--- config.mk ---
export PLATFORM = sky130hd
export DESIGN_NAME = packet_scheduler
export DESIGN_NICKNAME = d
export VERILOG_FILES = /design/src/rtl/hdmi_packet_pkg.sv /design/src/rtl/audio_sample_fifo.sv /design/src/rtl/packet_scheduler.sv
export SDC_FILE = /design/constraint.sdc
export NUM_CORES = 1
export LEC_CHECK = 0
export ABC_CLOCK_PERIOD_IN_PS = 6700
export CAP_MARGIN = 0
export CORE_ASPECT_RATIO = 0.6
export CORE_MARGIN = 2
export CORE_UTILIZATION = 55
export CTS_BUF_LIST = sky130_fd_sc_hd__clkbuf_2
export CTS_CLUSTER_SIZE = 14
export DETAILED_ROUTE_END_ITERATION = 8
export GPL_TIMING_DRIVEN = 1
export PLACE_DENSITY = 0.89
export SLEW_MARGIN = 20
export SYNTH_ARGS = -nofsm -noshare
export SYNTH_HDL_FRONTEND = slang
export SYNTH_SLANG_ARGS = --single-unit
--- constraint.sdc ---
create_clock -name clk_pixel -period 6.7 [get_ports clk_pixel]
set_input_delay 1.34 -clock clk_pixel [delete_from_list [all_inputs] [get_ports clk_pixel]]
set_output_delay 1.34 -clock clk_pixel [all_outputs]
set_load 0.005 [all_outputs]
--- src/rtl/hdmi_packet_pkg.sv ---
// Shared packet-type codes and IEC 60958 constants for the HDMI data-island scheduler.
// Latency: none (constants and pure functions only).
// Backpressure: not applicable.
package hdmi_packet_pkg;

    localparam logic [7:0] PKT_NULL         = 8'h00;
    localparam logic [7:0] PKT_ACR          = 8'h01;
    localparam logic [7:0] PKT_AUDIO_SAMPLE = 8'h02;
    localparam logic [7:0] PKT_AVI          = 8'h82;
    localparam logic [7:0] PKT_SPD          = 8'h83;
    localparam logic [7:0] PKT_AUDIO_INFO   = 8'h84;

    localparam int IEC_FRAMES = 192;

    function automatic logic [2:0] popcount4(input logic [3:0] v);
        return 3'(v[0]) + 3'(v[1]) + 3'(v[2]) + 3'(v[3]);
    endfunction

endpackage

--- src/rtl/audio_sample_fifo.sv ---
// Register-array sample-frame FIFO with a 4-deep parallel peek and 0..4 entry pop.
// Latency: a pushed entry is visible on peek the cycle after the push.
// Backpressure: ready is registered !full; the caller must not pop more than count.
module audio_sample_fifo #(
    parameter int DATA_WIDTH = 32,
    parameter int DEPTH      = 8
) (
    input  logic                          clk_pixel,
    input  logic                          reset,
    input  logic                          push,
    input  logic [DATA_WIDTH-1:0]         push_word,
    input  logic [2:0]                    pop_count,
    output logic [3:0][DATA_WIDTH-1:0]    peek_word,
    output logic [$clog2(DEPTH):0]        count,
    output logic                          ready
);

    localparam int AW = $clog2(DEPTH);
    localparam int CW = AW + 1;

    logic [DATA_WIDTH-1:0] mem [DEPTH];
    logic [AW-1:0]         wr_ptr;
    logic [AW-1:0]         rd_ptr;
    logic [CW-1:0]         count_nxt;

    assign count_nxt = count + CW'(push) - CW'(pop_count);

    always_ff @(posedge clk_pixel or posedge reset) begin
        if (reset) begin
            wr_ptr <= '0;
            rd_ptr <= '0;
            count  <= '0;
            ready  <= 1'b1;
        end else begin
            if (push) begin
                wr_ptr <= wr_ptr + 1'b1;
            end
            rd_ptr <= rd_ptr + AW'(pop_count);
            count  <= count_nxt;
            ready  <= (count_nxt != CW'(DEPTH));
        end
    end

    always_ff @(posedge clk_pixel) begin
        if (push) begin
            mem[wr_ptr] <= push_word;
        end
    end

    // Pointer arithmetic wraps naturally because DEPTH is a power of two.
    for (genvar k = 0; k < 4; k++) begin : g_peek
        assign peek_word[k] = mem[rd_ptr + AW'(k)];
    end

endmodule

--- src/rtl/packet_scheduler.sv ---
// Data-island packet selector: ACR, audio sample (layout 0/1), InfoFrames, null.
// Latency: packet_type/payload/present register on the edge that samples packet_enable.
// Backpressure: sample_ready is registered FIFO-not-full; no sample is ever dropped.
module packet_scheduler #(
    parameter int AUDIO_BIT_WIDTH  = 16,
    parameter int AUDIO_CHANNELS   = 2,
    parameter int FIFO_DEPTH       = 8,
    parameter int INFOFRAME_PERIOD = 1,
    parameter int FLUSH_TIMEOUT    = 256
) (
    input  logic                                       clk_pixel,
    input  logic                                       reset,
    input  logic                                       video_field_end,
    input  logic                                       packet_enable,
    input  logic [4:0]                                 packet_pixel_counter,
    input  logic                                       acr_request,
    input  logic                                       sample_valid,
    output logic                                       sample_ready,
    input  logic [AUDIO_CHANNELS*AUDIO_BIT_WIDTH-1:0]  sample_word,
    output logic [7:0]                                 packet_type,
    output logic [191:0]                               audio_sample_word_packet,
    output logic [3:0]                                 audio_sample_word_present_packet,
    output logic                                       sample_layout,
    output logic [7:0]                                 frame_counter
);

    import hdmi_packet_pkg::*;

    localparam int              W           = AUDIO_BIT_WIDTH;
    localparam int              SW          = AUDIO_CHANNELS * W;
    localparam int              PW          = 8 * W;
    localparam bit              LAYOUT      = (AUDIO_CHANNELS != 2);
    localparam int              CW          = $clog2(FIFO_DEPTH) + 1;
    localparam int              AGW         = $clog2(FLUSH_TIMEOUT) + 1;
    localparam logic [AGW-1:0]  AGE_MAX     = AGW'(FLUSH_TIMEOUT - 1);
    localparam int              FW          = $clog2(INFOFRAME_PERIOD + 1);
    localparam logic [FW-1:0]   FIELD_LAST  = FW'(INFOFRAME_PERIOD - 1);
    localparam logic [3:0]      L1_PRESENT  = 4'((1 << (AUDIO_CHANNELS / 2)) - 1);

    logic [3:0][SW-1:0] peek_word;
    logic [CW-1:0]      fifo_count;
    logic               fifo_push;
    logic [2:0]         pop_count;
    logic [2:0]         take_n;
    logic               audio_ready;
    logic               select_audio;
    logic [191:0]       nxt_payload;
    logic [3:0]         nxt_present;
    logic [PW-1:0]      frame0;

    logic [AGW-1:0]     age;
    logic [FW-1:0]      field_cnt;
    logic               acr_pending;
    logic               ai_due;
    logic               avi_due;
    logic               spd_due;
    logic [2:0]         fc_inc;
    logic [8:0]         fc_sum;

    assign sample_layout = LAYOUT;
    assign fifo_push     = sample_valid && sample_ready;

    audio_sample_fifo #(
        .DATA_WIDTH (SW),
        .DEPTH      (FIFO_DEPTH)
    ) u_fifo (
        .clk_pixel  (clk_pixel),
        .reset      (reset),
        .push       (fifo_push),
        .push_word  (sample_word),
        .pop_count  (pop_count),
        .peek_word  (peek_word),
        .count      (fifo_count),
        .ready      (sample_ready)
    );

    assign take_n = LAYOUT ? 3'd1
                  : ((fifo_count >= CW'(4)) ? 3'd4 : 3'(fifo_count));

    // Layout 0 waits for a full packet unless the oldest sample has aged out.
    assign audio_ready = LAYOUT ? (fifo_count != '0)
                       : ((fifo_count >= CW'(4)) ||
                          ((fifo_count != '0) && (age == AGE_MAX)));

    assign select_audio = packet_enable && !video_field_end && !acr_pending && audio_ready;
    assign pop_count    = select_audio ? take_n : 3'd0;

    function automatic logic [23:0] left_justify(input logic [W-1:0] s);
        return 24'(s) << (24 - W);
    endfunction

    assign frame0 = PW'(peek_word[0]);

    always_comb begin
        nxt_payload = '0;
        nxt_present = '0;
        if (LAYOUT) begin
            for (int k = 0; k < 4; k++) begin
                if (k < AUDIO_CHANNELS / 2) begin
                    nxt_payload[k*48 +: 48] = {left_justify(frame0[(2*k+1)*W +: W]),
                                               left_justify(frame0[(2*k)*W +: W])};
                end
            end
            nxt_present = L1_PRESENT;
        end else begin
            for (int k = 0; k < 4; k++) begin
                if (3'(k) < take_n) begin
                    nxt_payload[k*48 +: 48] = {left_justify(peek_word[k][W +: W]),
                                               left_justify(peek_word[k][0 +: W])};
                    nxt_present[k]          = 1'b1;
                end
            end
        end
    end

    assign fc_inc = LAYOUT ? 3'd1 : popcount4(audio_sample_word_present_packet);
    assign fc_sum = {1'b0, frame_counter} + {6'b0, fc_inc};

    always_ff @(posedge clk_pixel or posedge reset) begin
        if (reset) begin
            packet_type                      <= PKT_NULL;
            audio_sample_word_packet         <= '0;
            audio_sample_word_present_packet <= '0;
            frame_counter                    <= '0;
            acr_pending                      <= 1'b0;
            ai_due                           <= 1'b1;
            avi_due                          <= 1'b1;
            spd_due                          <= 1'b1;
            field_cnt                        <= '0;
            age                              <= '0;
        end else begin
            if ((fifo_count == '0) || (pop_count != 3'd0)) begin
                age <= '0;
            end else if (age != AGE_MAX) begin
                age <= age + 1'b1;
            end

            if (packet_pixel_counter == 5'd31 && packet_type == PKT_AUDIO_SAMPLE) begin
                frame_counter <= (fc_sum >= 9'(IEC_FRAMES)) ? 8'(fc_sum - 9'(IEC_FRAMES))
                                                            : fc_sum[7:0];
            end

            if (acr_request) begin
                acr_pending <= 1'b1;
            end

            // Field end wins over a coincident enable: nothing is selected or popped.
            if (video_field_end) begin
                packet_type <= PKT_NULL;
                if (field_cnt == FIELD_LAST) begin
                    field_cnt <= '0;
                    ai_due    <= 1'b1;
                    avi_due   <= 1'b1;
                    spd_due   <= 1'b1;
                end else begin
                    field_cnt <= field_cnt + 1'b1;
                end
            end else if (packet_enable) begin
                if (acr_pending) begin
                    packet_type <= PKT_ACR;
                    acr_pending <= acr_request;
                end else if (audio_ready) begin
                    packet_type                      <= PKT_AUDIO_SAMPLE;
                    audio_sample_word_packet         <= nxt_payload;
                    audio_sample_word_present_packet <= nxt_present;
                end else if (ai_due) begin
                    packet_type <= PKT_AUDIO_INFO;
                    ai_due      <= 1'b0;
                end else if (avi_due) begin
                    packet_type <= PKT_AVI;
                    avi_due     <= 1'b0;
                end else if (spd_due) begin
                    packet_type <= PKT_SPD;
                    spd_due     <= 1'b0;
                end else begin
                    packet_type <= PKT_NULL;
                end
            end
        end
    end

endmodule

**After elaboration in Yosys (flattened, before gate mapping)**

Memories as Yosys holds them, arrays and structs flattened. A register that Yosys moved wholly into a read port is not among the register bits.
Cells that the tools add are included.
Widths: inputs -> output; s select.

- Flip-flop bits (word level): 237
- Bits in writable memories: 256
- Input bits: 43
- Output and inout bits: 214
- Logic and storage cells: 109
- Memories kept: 1

- Add/subtract/negate cells: 14
- Magnitude comparators: 6
- Equality and inequality tests: 10
- Muxes and demuxes: 43
- Bitwise operators: 2
- Reduce and logical (&&, ||, !) cells: 19

Memory list:

| name | words | bits a word | rd ports | clocked after Yosys merged registers in | write ports | RTL line | source |
|---|---|---|---|---|---|---|---|
| u_fifo.mem | 8 | 32 | 4 | 1 | 1 | audio_sample_fifo.sv:21 | `logic [DATA_WIDTH-1:0] mem [DEPTH];` |

Operators with widths:

| kind | number |
|---|---|
| $mux 48 | 4 |
| $mux 8 | 8 |
| $mux 1 | 27 |
| $mux 9 | 2 |
| $ne 2x2->1 const B | 5 |
| $add 8x3->9 | 1 |
| $add 9x1->9 const B | 1 |
| $eq 9x8->1 const B | 1 |
| $ge 9x8->1 const B | 1 |
| $ne 9x8->1 const B | 1 |
| $eq 8x2->1 const B | 1 |
| $reduce_and 4->1 | 2 |
| $sub 8x8->8 const B | 1 |
| $add 3x1->3 const B | 2 |
| $add 3x2->3 const B | 2 |
| $logic_and 1x1->1 | 6 |
| $lt 1x3->1 const A | 2 |
| $lt 2x3->1 const A | 2 |
| $mux 3 | 2 |
| $reduce_and 6->1 | 1 |
| $eq 5x5->1 const B | 1 |
| $reduce_and 5->1 | 1 |
| $add 4x1->4 | 1 |
| $ge 4x3->1 const B | 1 |
| other kinds (14) | 18 |

**Depth between registers and ports, before layout**

Gate-level depths: netlist (run 1).

- Depth in word-level cells: 8
- Depth in mapped cells: 18
- Mapped depth without buffers: 15

**Modules after synthesis**

From an unflattened synthesis (run 1), not the netlist that was laid out.

- Cells, all modules: 1420
- Area total of the unflattened synthesis: 22258.8 sq um

Modules (own cells, without submodules):

| module | instances | cells an instance | area each (sq um) | seq. area each (sq um) |
|---|---|---|---|---|
| audio_sample_fifo | 1 | 762 | 15336.0 | 7963.9 |
| packet_scheduler | 1 | 658 | 6922.9 | 3932.5 |

**Least setup slack after synthesis (run 1)**

Ideal clock, no wire load.

- Path kind: input port to flip-flop
- Start: input port sample_valid
- End: memory u_fifo.mem[0][0], enable pin
- Setup time: 0.461 ns
- Arrival time: 3.952 ns
- Required time: 6.239 ns
- Slack: 2.287 ns
- Cell stages on the path: 3
- Path buffers: 0
- Cells stage by stage: nand2_1 > or2_2 > nor3_1

- Cells in the longest elaborated chain, start to end: 3

Ends and longest elaborated chain:

| what | RTL line | source |
|---|---|---|
| from (decl) | packet_scheduler.sv:17 | `input logic sample_valid,` |
| $logic_and 1x1->1 | packet_scheduler.sv:61 | `assign fifo_push = sample_valid && sample_ready;` |
| $mux 1 | audio_sample_fifo.sv:45 | `if (push) begin` |
| $mux 1 (not written as such) | audio_sample_fifo.sv:46 | `mem[wr_ptr] <= push_word;` |
| to (decl) | audio_sample_fifo.sv:21 |  |

Every way passes these cells.

**Worst setup path after layout (run 1)**

- Start: register u_fifo.rd_ptr[0]
- End: register audio_sample_word_packet[85]

- Cells in the longest elaborated chain, start to end: 3

Ends and longest elaborated chain:

| what | RTL line | source |
|---|---|---|
| from (decl) | audio_sample_fifo.sv:23 | `logic [AW-1:0] rd_ptr;` |
| from (signal assigned) | audio_sample_fifo.sv:38 | `rd_ptr <= rd_ptr + AW'(pop_count);` |
| $add 3x1->3 | audio_sample_fifo.sv:52 | `assign peek_word[k] = mem[rd_ptr + AW'(k)];` |
| $mem_v2 8x32 | -- |  |
| $mux 48 | packet_scheduler.sv:107 | `if (3'(k) < take_n) begin` |
| to (signal assigned) | packet_scheduler.sv:164 | `audio_sample_word_packet <= nxt_payload;` |
| to (decl) | packet_scheduler.sv:21 | `output logic [191:0] audio_sample_word_packet,` |

Every way passes these cells.
A chain may end at the register's enable or synchronous reset.

==> results.cfg, run 1 <==
[synthesis]
async_flop_share = 0.3962
synth_enable_flop_cells = 256
ys_types = 62
synthFlopType = edfxtp_1
netlist_instances = 1469
ys_ff_latch = 424
avgSynthCellArea_um2 = 15.22
syn_area_um2 = 22360
synth_warnings = 0
ys_seq_area_frac = 0.5319

[placed_design]
dp_hpwl_um = 36790
gp_congestion = 0.8519
portBuffers = 187

[setup_path]
r2r_start = u_fifo.rd_ptr[0]
path_class = flip-flop to flip-flop
cp-start-kind = flip-flop
cp.arrival_ps = 5520
r2r_setup_slack_ps = 2130
crit_required_ps = 7650
end_kind = flip-flop
critPathMaxFanout = 52
worstRegToRegCells = 6
timing.rr.end = audio_sample_word_packet[85]
setup.worst_path.start = u_fifo.rd_ptr[0]

[clocking]
postCtsHoldBufs = 0
cts.sinks = 424
tritoncts = done
cts_root_buf = clkbuf_2
cts_setup_buffers = 0
numCtsBuffers = 94
cts_resized = 0
ctsHtreeMaxLevel = 3
insertion_delay_ps = 1070
clk_path_buf_depth = 3
path_clk_slew_ps = 120

[worst_hold_path]
hold_path_class = flip-flop to flip-flop
min_to = audio_sample_word_packet[70]
hold_start = audio_sample_word_packet[70]
worstHoldPathCells = 2

[power_and_ir_drop]
combPwrFrac = 0.455
power_frac_seq = 0.380
clock_power_share = 0.165
p_leak_uw = 0.009453
p_sw_uw = 4002
powerDensity_nw_per_um2 = 427.3
swShare = 0.3688
ir_drop_v = 0.0004825
p_int_uw = 6850
power_uw = 10850

[drt]
drcViolationCount = 0
drtPass1Iterations = 5
wire_per_inst_um = 25.58
drt_iter0_markers = 1829
antenna_left = 0
wl_um = 58470
avgViaCountPerCell = 6.507
num_vias = 14876

[run_status]
status = completed

[global_routing]
overflow = 0
grt_pass1_vias = 14877
grt_first_pass_wirelength_um = 89250
grt_max_degree = 104
grt_use_total = 0.2795
antenna_found_initial = 6

[floorplan]
die_y_um = 160.2
core_area_um2 = 40290
initial_core_util = 0.5550
core.rowCount = 57
ios = 257
die_w_um = 264.3
die_area_um2 = 42340

[timing]
timing.final.max_slew_violations = 0
finalCritPeriodShare = 0.6820
max_freq_mhz = 218.9
setup_violations = 0
fin_crit_ps = 4569
slew_headroom = 0.2432
fin_tns_setup_ps = 0
rsz0062_at_grt = no
worst_slew_pin_slew_ps = 1135
finalHoldViolations = 0
skew_ps = 80.99

[layout]
nets = 1732
area_delta_synth_final_pct = 13.56
fill_cells = 2832
drive_gt1_frac = 0.2736
fin_util = 0.6303

[flow_run]
maxCapViolCount = 0
-- metrics by stage --
step	area, um^2	instances	hold slack [ps]	worst slack, ps
global placement	24410	2104	457.8	1817
finish	25400	2286	481.9	2131
detailed placement	24410	2104	455.2	1609
global route	25400	2286	514.5	1846
CTS	25370	2281	479.7	2157
floorplan	22620	1537	462.8	819.9
-- area by class of cell --
cell class | instances | area [um^2] | area share
antenna | 4 | 10.01 | 0.0003941
clock buffer | 148 | 740.7 | 0.02917
clock inverter | 29 | 224.0 | 0.008819
inverter | 18 | 75.07 | 0.002956
multi-input combinational | 919 | 9688 | 0.3815
sequential | 424 | 11910 | 0.4689
tap | 531 | 664.4 | 0.02616
timing repair buffer | 213 | 2087 | 0.08218
-- worst max path at each step --
stage	endpoint	slack [ps]	depth (start not counted)
floorplan	acr_pending	820	1
global placement	u_fifo.ready	1820	8
detailed placement	u_fifo.ready	1610	8
CTS	audio_sample_word_packet[85]	2160	6
global route	audio_sample_word_packet[85]	1850	6
finish	audio_sample_word_packet[85]	2130	6
-- cell usage after synthesis, types with 2 or more instances --
library cell,count,area share
a211oi_1,2,0.00067
a21o_1,5,0.0017
a21oi_1,4,0.00090
a22oi_1,34,0.011
a31oi_1,31,0.0087
and2_1,2,0.00056
buf_1,4,0.00067
buf_2,33,0.0074
buf_4,95,0.032
buf_6,5,0.0025
clkbuf_1,35,0.0059
clkbuf_2,4,0.00090
dfrtp_1,164,0.18
dfstp_2,4,0.0047
edfxtp_1,256,0.34
fa_1,5,0.0045
ha_1,14,0.0078
inv_1,17,0.0029
mux2i_1,68,0.030
mux4_2,256,0.26
nand2_1,216,0.036
nand2b_1,8,0.0022
nand3_1,9,0.0020
nor2_1,59,0.0099
nor2b_1,4,0.0011
nor3_1,4,0.00090
nor3b_1,2,0.00067
o21ai_0,69,0.015
o21ai_1,7,0.0016
or2_2,2,0.00056
xnor2_1,11,0.0043
xor2_1,10,0.0039
-- metal layers --
layer / share of wire / track usage
met5: 0.00022 / 0
met4: 0.030 / 0.1028
met3: 0.12 / 0.08281
met1: 0.37 / 0.3809
met2: 0.48 / 0.4327
-- cell families after synthesis --
logic type,Yosys count,synth area share
flip-flops,424,0.5319
multiplexers,325,0.2887
AND/OR/NAND/NOR,317,0.05897
buffers and inverters,194,0.05225
AO/OA/AOI/OAI,167,0.04666
XOR/XNOR,22,0.008951
adder cells (fa/ha/maj),19,0.01231
other,1,0.0001677
-- layout by cell type (no fill, tap or decap), types with 18 or more instances in the layout --
master / instances
a31oi_1: 31
o21ai_0: 68
edfxtp_1: 256
clkdlybuf4s50_1: 187
dfrtp_1: 161
mux2i_1: 68
conb_1: 69
clkbuf_2: 148
buf_4: 24
nor2_1: 53
nand2_1: 214
clkinv_1: 18
mux4_2: 256
a22oi_1: 34
-- flip-flops by register name, summed over array words and instances, names as in the netlist --
signal / flops
u_fifo.rd_ptr: 3
audio_sample_word_packet: 128
frame_counter: 8
acr_pending: 1
u_fifo.wr_ptr: 3
spd_due: 1
audio_sample_word_present_packet: 4
ai_due: 1
age: 9
u_fifo.ready: 1
u_fifo.count: 4
u_fifo.mem: 256
avi_due: 1
packet_type: 4
-- power groups by stage --
stage | Combinational [uW] | Clock (uW) | Sequential [uW]
floorplan | 3390 | 0 | 3840
global placement | 4770 | 0 | 4120
detailed placement | 4910 | 0 | 4170
CTS | 4930 | 1820 | 4120
global route | 5230 | 1940 | 4200
finish | 4930 | 1790 | 4130
-- worst max-delay path, stage by stage (launching register included) --
cell     delay [ps]
dfrtp_4        1080
inv_4           530
ha_4            950
buf_4           470
and2_2          980
a22oi_1         250
nand2_1         130
Note: power is estimated with default switching activity, not from simulation.
==> inputs of run 2 (changes only) <==
--- a/config.mk
+++ b/config.mk
@@ -5,16 +5,16 @@
 export SDC_FILE = /design/constraint.sdc
 export NUM_CORES = 1
 export LEC_CHECK = 0
-export ABC_CLOCK_PERIOD_IN_PS = 6700
+export ABC_CLOCK_PERIOD_IN_PS = 4100
 export CAP_MARGIN = 0
 export CORE_ASPECT_RATIO = 0.6
 export CORE_MARGIN = 2
-export CORE_UTILIZATION = 55
+export CORE_UTILIZATION = 53
 export CTS_BUF_LIST = sky130_fd_sc_hd__clkbuf_2
 export CTS_CLUSTER_SIZE = 14
 export DETAILED_ROUTE_END_ITERATION = 8
 export GPL_TIMING_DRIVEN = 1
-export PLACE_DENSITY = 0.89
+export PLACE_DENSITY = 0.9
 export SLEW_MARGIN = 20
 export SYNTH_ARGS = -nofsm -noshare
 export SYNTH_HDL_FRONTEND = slang
==> constraint.sdc (replaced) <==
create_clock -name clk_pixel -period 4.1 [get_ports clk_pixel]
set_input_delay 0.82 -clock clk_pixel [delete_from_list [all_inputs] [get_ports clk_pixel]]
set_output_delay 0.82 -clock clk_pixel [all_outputs]
set_load 0.005 [all_outputs]
==> run 2 against run 1 <==
Net effect:
- critical path depth increased by 9
- sequential cell count is the same
- highest routed layer unchanged
- cell area up 0.82%
==> results.cfg, run 2 (synthesis gave the netlist of run 1 again) <==
[layout]
nets = 1752
regMostFlops = u_fifo.mem
regArea_um2 = 11910
fin_area_um2 = 25610
drive_gt1_frac = 0.2751
final_cell_mix = mux4_2 (256), edfxtp_1 (256), nand2_1 (214), clkdlybuf4s50_1 (187), dfrtp_1 (161)
largest_reg_flops = 256
final_cells = 2347
multi_input_area_um2 = 9688
fill_cells = 3026
top_regs = u_fifo.mem (256), audio_sample_word_packet (128), age (9)
area_delta_synth_final_pct = 14.50

[global_routing]
overflow = 0
grt_use_total = 0.2713
grt_pass1_vias = 15143
antenna_found_initial = 3
grt_max_degree = 106
grt_first_pass_wirelength_um = 90350

[floorplan]
core_area_um2 = 41730
die_y_um = 163.1
die_w_um = 269.2
die_area_um2 = 43910
core.rowCount = 58
initial_core_util = 0.5360
ios = 257

[setup_path]
cpPeakStageDelay_ps = 680
critPathMaxFanout = 9
setup.worst_path.start = age[2]
endpoint = u_fifo.ready
path_class = flip-flop to flip-flop
timing.rr.end = u_fifo.ready
crit_path_cell_trace = and3_1, nand3_1, nor2_1, ha_1, o21ai_0, nand2_1, nand2_4, nor3_1, ha_1, inv_1, ha_1, inv_1, fa_1, inv_1, or4b_2
crit_required_ps = 5010
end_kind = flip-flop
cp-start-kind = flip-flop
cp.arrival_ps = 4730
r2r_start = age[2]
worstRegToRegCells = 15
r2r_setup_slack_ps = 280
crit_slowest_cell = or4b_2

[timing]
rsz0062_at_grt = no
finalHoldViolations = 0
timing.final.max_slew_violations = 0
slew_headroom = 0.3638
worst_slew_pin_slew_ps = 954.3
finalCritPeriodShare = 0.9323
setup_violations = 0
fin_tns_setup_ps = 0
skew_ps = 85.70
hold_slack_ps = 223.4
fin_crit_ps = 3822
max_freq_mhz = 261.6

[clocking]
ctsHtreeMaxLevel = 3
postCtsHoldBufs = 0
clk_path_buf_depth = 3
cts_root_buf = clkbuf_2
cts_resized = 0
numCtsBuffers = 97
tritoncts = done
insertion_delay_ps = 1080
path_clk_slew_ps = 110
cts_setup_buffers = 0
cts.sinks = 424

[drt]
wire_per_inst_um = 25.14
drtPass1Iterations = 7
drt_iter0_markers = 1742
num_vias = 14807
wl_um = 58990
antenna_left = 0
avgViaCountPerCell = 6.309
drcViolationCount = 0

[power_and_ir_drop]
p_sw_uw = 6625
p_leak_uw = 0.009524
clock_power_share = 0.159
ir_drop_v = 0.0004561
power_frac_seq = 0.365
combPwrFrac = 0.476
swShare = 0.3730
powerDensity_nw_per_um2 = 693.5
p_int_uw = 11130

[placed_design]
dp_cells = 2161
postPlaceCellArea_um2 = 24650
portBuffers = 187
dp_hpwl_um = 36840
gp_congestion = 0.8293

[flow_run]
maxCapViolCount = 0

[run_status]
status = completed

[worst_hold_path]
hold_path_class = primary input to async pin
run 2: changes by cell type in the layout (fill, tap and decap cells not counted), sizes merged:
cell,change
diode,-1
bufinv,-2
buf,+17
clkinv,+16
clkinvlp,+1
inv,+1
clkbuf,-10
run 2: worst min path at each step:
stage | slack, ps | end | cells after the start | startpoint
floorplan | 460 | audio_sample_word_packet[56] | 2 | audio_sample_word_packet[56]
global route | 140 | audio_sample_word_present_packet[1] | 2 | reset
finish | 220 | audio_sample_word_present_packet[0] | 2 | reset
detailed placement | 460 | audio_sample_word_packet[93] | 2 | audio_sample_word_packet[93]
global placement | 460 | audio_sample_word_packet[59] | 2 | audio_sample_word_packet[59]
CTS | 120 | frame_counter[1] | 2 | reset
run 2: final cells by class:
cell class,instances,area share
Sequential cell,424,0.4650
Multi-Input combinational cell,919,0.3784
Timing Repair Buffer,230,0.08879
Tap cell,570,0.02785
Clock buffer,138,0.02697
Clock inverter,45,0.009822
Inverter,18,0.002883
Antenna cell,3,0.0002932
run 2: through the flow:
step	setup slack, ps	power (uW)	utilization
2_1_floorplan	207.2	11810	-
3_3_place_gp	326.9	14670	0.5908
3_5_place_dp	268.7	14970	0.5908
4_1_cts	288.0	17800	0.6134
5_1_grt	32.75	18720	0.6136
6_report	277.8	17760	0.6136
run 2: per-layer routing:
layer | global-route usage | vias to the layer above | part of all wire
li1 | - | 6132 | -
met5 | 0 | - | 0.00027
met1 | 0.3768 | 7536 | 0.39
met3 | 0.07968 | 122 | 0.11
met4 | 0.1021 | 2 | 0.027
met2 | 0.4110 | 1015 | 0.47
run 2: power groups by stage:
stage / Clock [uW] / Combinational [uW] / Sequential [uW]
after detailed placement: 0 / 8420 / 6550
after global placement: 0 / 8190 / 6480
after CTS: 2890 / 8450 / 6460
final: 2830 / 8460 / 6480
after global routing: 3110 / 9010 / 6590
after floorplan: 0 / 5540 / 6270
run 2: worst max-delay path: cells and delay by family (launching register included):
kind / cells / cell delay, ps
and+or+nand+nor: 7 / 1620
buffers and inverters: 3 / 180
AOI/OAI and AO/OA: 1 / 170
DFF: 1 / 410
adders and majority gates: 4 / 1340
==> inputs of run 3 (changes only) <==
--- a/config.mk
+++ b/config.mk
@@ -7,14 +7,16 @@
 export LEC_CHECK = 0
 export ABC_CLOCK_PERIOD_IN_PS = 4100
 export CAP_MARGIN = 0
+export CELL_PAD_IN_SITES_DETAIL_PLACEMENT = 1
+export CELL_PAD_IN_SITES_GLOBAL_PLACEMENT = 1
 export CORE_ASPECT_RATIO = 0.6
 export CORE_MARGIN = 2
-export CORE_UTILIZATION = 53
+export CORE_UTILIZATION = 44
 export CTS_BUF_LIST = sky130_fd_sc_hd__clkbuf_2
 export CTS_CLUSTER_SIZE = 14
 export DETAILED_ROUTE_END_ITERATION = 8
 export GPL_TIMING_DRIVEN = 1
-export PLACE_DENSITY = 0.9
+export PLACE_DENSITY = 0.89
 export SLEW_MARGIN = 20
 export SYNTH_ARGS = -nofsm -noshare
 export SYNTH_HDL_FRONTEND = slang
==> run 3 against run 2 <==
Net effect:
- sequential cell count did not move
- register-to-register slack improved by 80 ps
- combinational power about the same
- utilization decreased by 9.6 points
==> results.cfg, run 3 (synthesis gave the netlist of run 1 again) <==
[run_status]
status = completed

[setup_path]
crit_required_ps = 5020
cp-start-kind = flip-flop
cpPeakStageDelay_ps = 660
end_kind = flip-flop
crit_slowest_cell = or4b_2
r2r_setup_slack_ps = 360
cp.arrival_ps = 4660
critPathMaxFanout = 9
crit_top_cell = inv_1
timing.rr.end = u_fifo.ready
crit_path_cell_trace = and3_1, nand3_1, nor2_1, ha_2, o21ai_0, nand2_1, nand2_4, nor3_1, ha_1, inv_1, ha_1, inv_1, fa_1, inv_1, or4b_2
r2r_start = age[3]
path_class = flip-flop to flip-flop
worstRegToRegCells = 15

[floorplan]
core.rowCount = 63
core_area_um2 = 49820
die_area_um2 = 52710
ios = 257
die_y_um = 178.6
die_w_um = 295.1
initial_core_util = 0.4489

[flow_run]
maxCapViolCount = 0

[global_routing]
use_met2 = 0.4125
grtUsageMet3 = 0.06554
grt_use_total = 0.2518
antenna_found_initial = 4
grtUsageMet1 = 0.3292
grt_max_degree = 85
overflow = 0
grt_pass1_vias = 16014
grt_first_pass_wirelength_um = 99170
grt.busiest_layer = met2

[timing]
max_freq_mhz = 267.4
fin_crit_ps = 3740
fin_tns_setup_ps = 0
skew_ps = 91.63
setup_violations = 0
timing.final.max_slew_violations = 0
finalHoldViolations = 0
rsz0062_at_grt = no
worst_slew_pin_slew_ps = 1021
slew_headroom = 0.3191
finalCritPeriodShare = 0.9123
hold_slack_ps = 269.2

[clocking]
insertion_delay_ps = 1080
cts.sinks = 424
cts_root_buf = clkbuf_2
postCtsHoldBufs = 0
tritoncts = done
numCtsBuffers = 100
clk_path_buf_depth = 3
ctsHtreeMaxLevel = 3
path_clk_slew_ps = 150

[drt]
avgViaCountPerCell = 6.104
drtPass1Iterations = 5
wl_um = 65770
wire_per_inst_um = 26.67
drcViolationCount = 0
antenna_left = 0
drt_iter0_markers = 1645
num_vias = 15052

[layout]
drive_gt1_frac = 0.2815
top_regs = u_fifo.mem (256), audio_sample_word_packet (128), age (9)
area_delta_synth_final_pct = 15.36
nets = 1756
final_cell_mix = mux4_2 (256), edfxtp_1 (256), nand2_1 (214), clkdlybuf4s50_1 (187), dfrtp_1 (161)
largest_reg_flops = 256
regMostFlops = u_fifo.mem

[power_and_ir_drop]
ir_drop_v = 0.0005026
clock_power_share = 0.162
combPwrFrac = 0.473
powerDensity_nw_per_um2 = 695.1
p_leak_uw = 0.009570
p_int_uw = 11170
swShare = 0.3773
p_sw_uw = 6766
power_frac_seq = 0.364

[placed_design]
dp_hpwl_um = 42410
portBuffers = 187
gp_congestion = 0.8216

[worst_hold_path]
hold_path_class = primary input to async pin
-- run 3: cell count changes in the layout (fill, tap and decap cells not counted), sizes merged --
cell    change
buf         +1
diode       +1
clkbuf     +14
clkinv      -7
inv         -2
-- run 3: worst max-delay path by stage --
stage                                from  cells after the start          endpoint
after detailed placement  video_field_end                     11      u_fifo.ready
after floorplan              sample_valid                      3  u_fifo.mem[0][0]
after global routing               age[2]                     15      u_fifo.ready
after CTS                          age[3]                     15      u_fifo.ready
final                              age[3]                     15      u_fifo.ready
after global placement    video_field_end                     11      u_fifo.ready
-- run 3: final cells by class --
class | instances | area (um^2)
clock buffers | 152 | 760.7
inverters | 18 | 73.82
multi-input cells | 919 | 9691
well taps | 682 | 853.3
clock inverters | 36 | 198.9
repair buffers | 231 | 2305
diodes | 4 | 10.01
fillers | 4925 | 24020
flip-flops and latches | 424 | 11910
-- run 3: worst max-delay path, delay by kind of cell (launching register included) --
kind	cells	cell delay [ps]
simple gates	7	1640
fa+ha+maj	4	1280
flops	1	410
buf+inv	3	180
compound gates	1	150
-- run 3: routing by layer --
metal	wire length [um]	vias up	part of all wire
met5	0	-	0
met4	1525	0	0.023
met3	6151	122	0.094
met2	32260	859	0.49
met1	25830	7938	0.39
li1	-	6133	-
-- run 3: power by group through the flow --
stage          Sequential [uW]  Combinational, uW  Clock, uW
2_1_floorplan             6270               5540          0
3_3_place_gp              6520               8190          0
3_5_place_dp              6610               8530          0
4_1_cts                   6520               8580       2980
5_1_grt                   6660               9090       3190
6_report                  6530               8490       2910
-- run 3: timing repair --
action	4_1_cts	5_1_grt
setup endpoints to repair	0	1
gates resized for setup	0	1
setup buffers	0	0
endpoints found under the hold margin	0	0
-- run 3: stage by stage --
step	utilization	worst slack (ps)	std cells	cell area, um^2	total power, uW
6_report	0.5179	359.6	2466	25800	17930
5_1_grt	0.5178	55.83	2464	25790	18940
4_1_cts	0.5176	251.7	2462	25790	18080
3_5_place_dp	0.4984	155.9	2274	24830	15140
3_3_place_gp	0.4973	273.5	2272	24770	14710
2_1_floorplan	-	207.2	1537	22620	11810
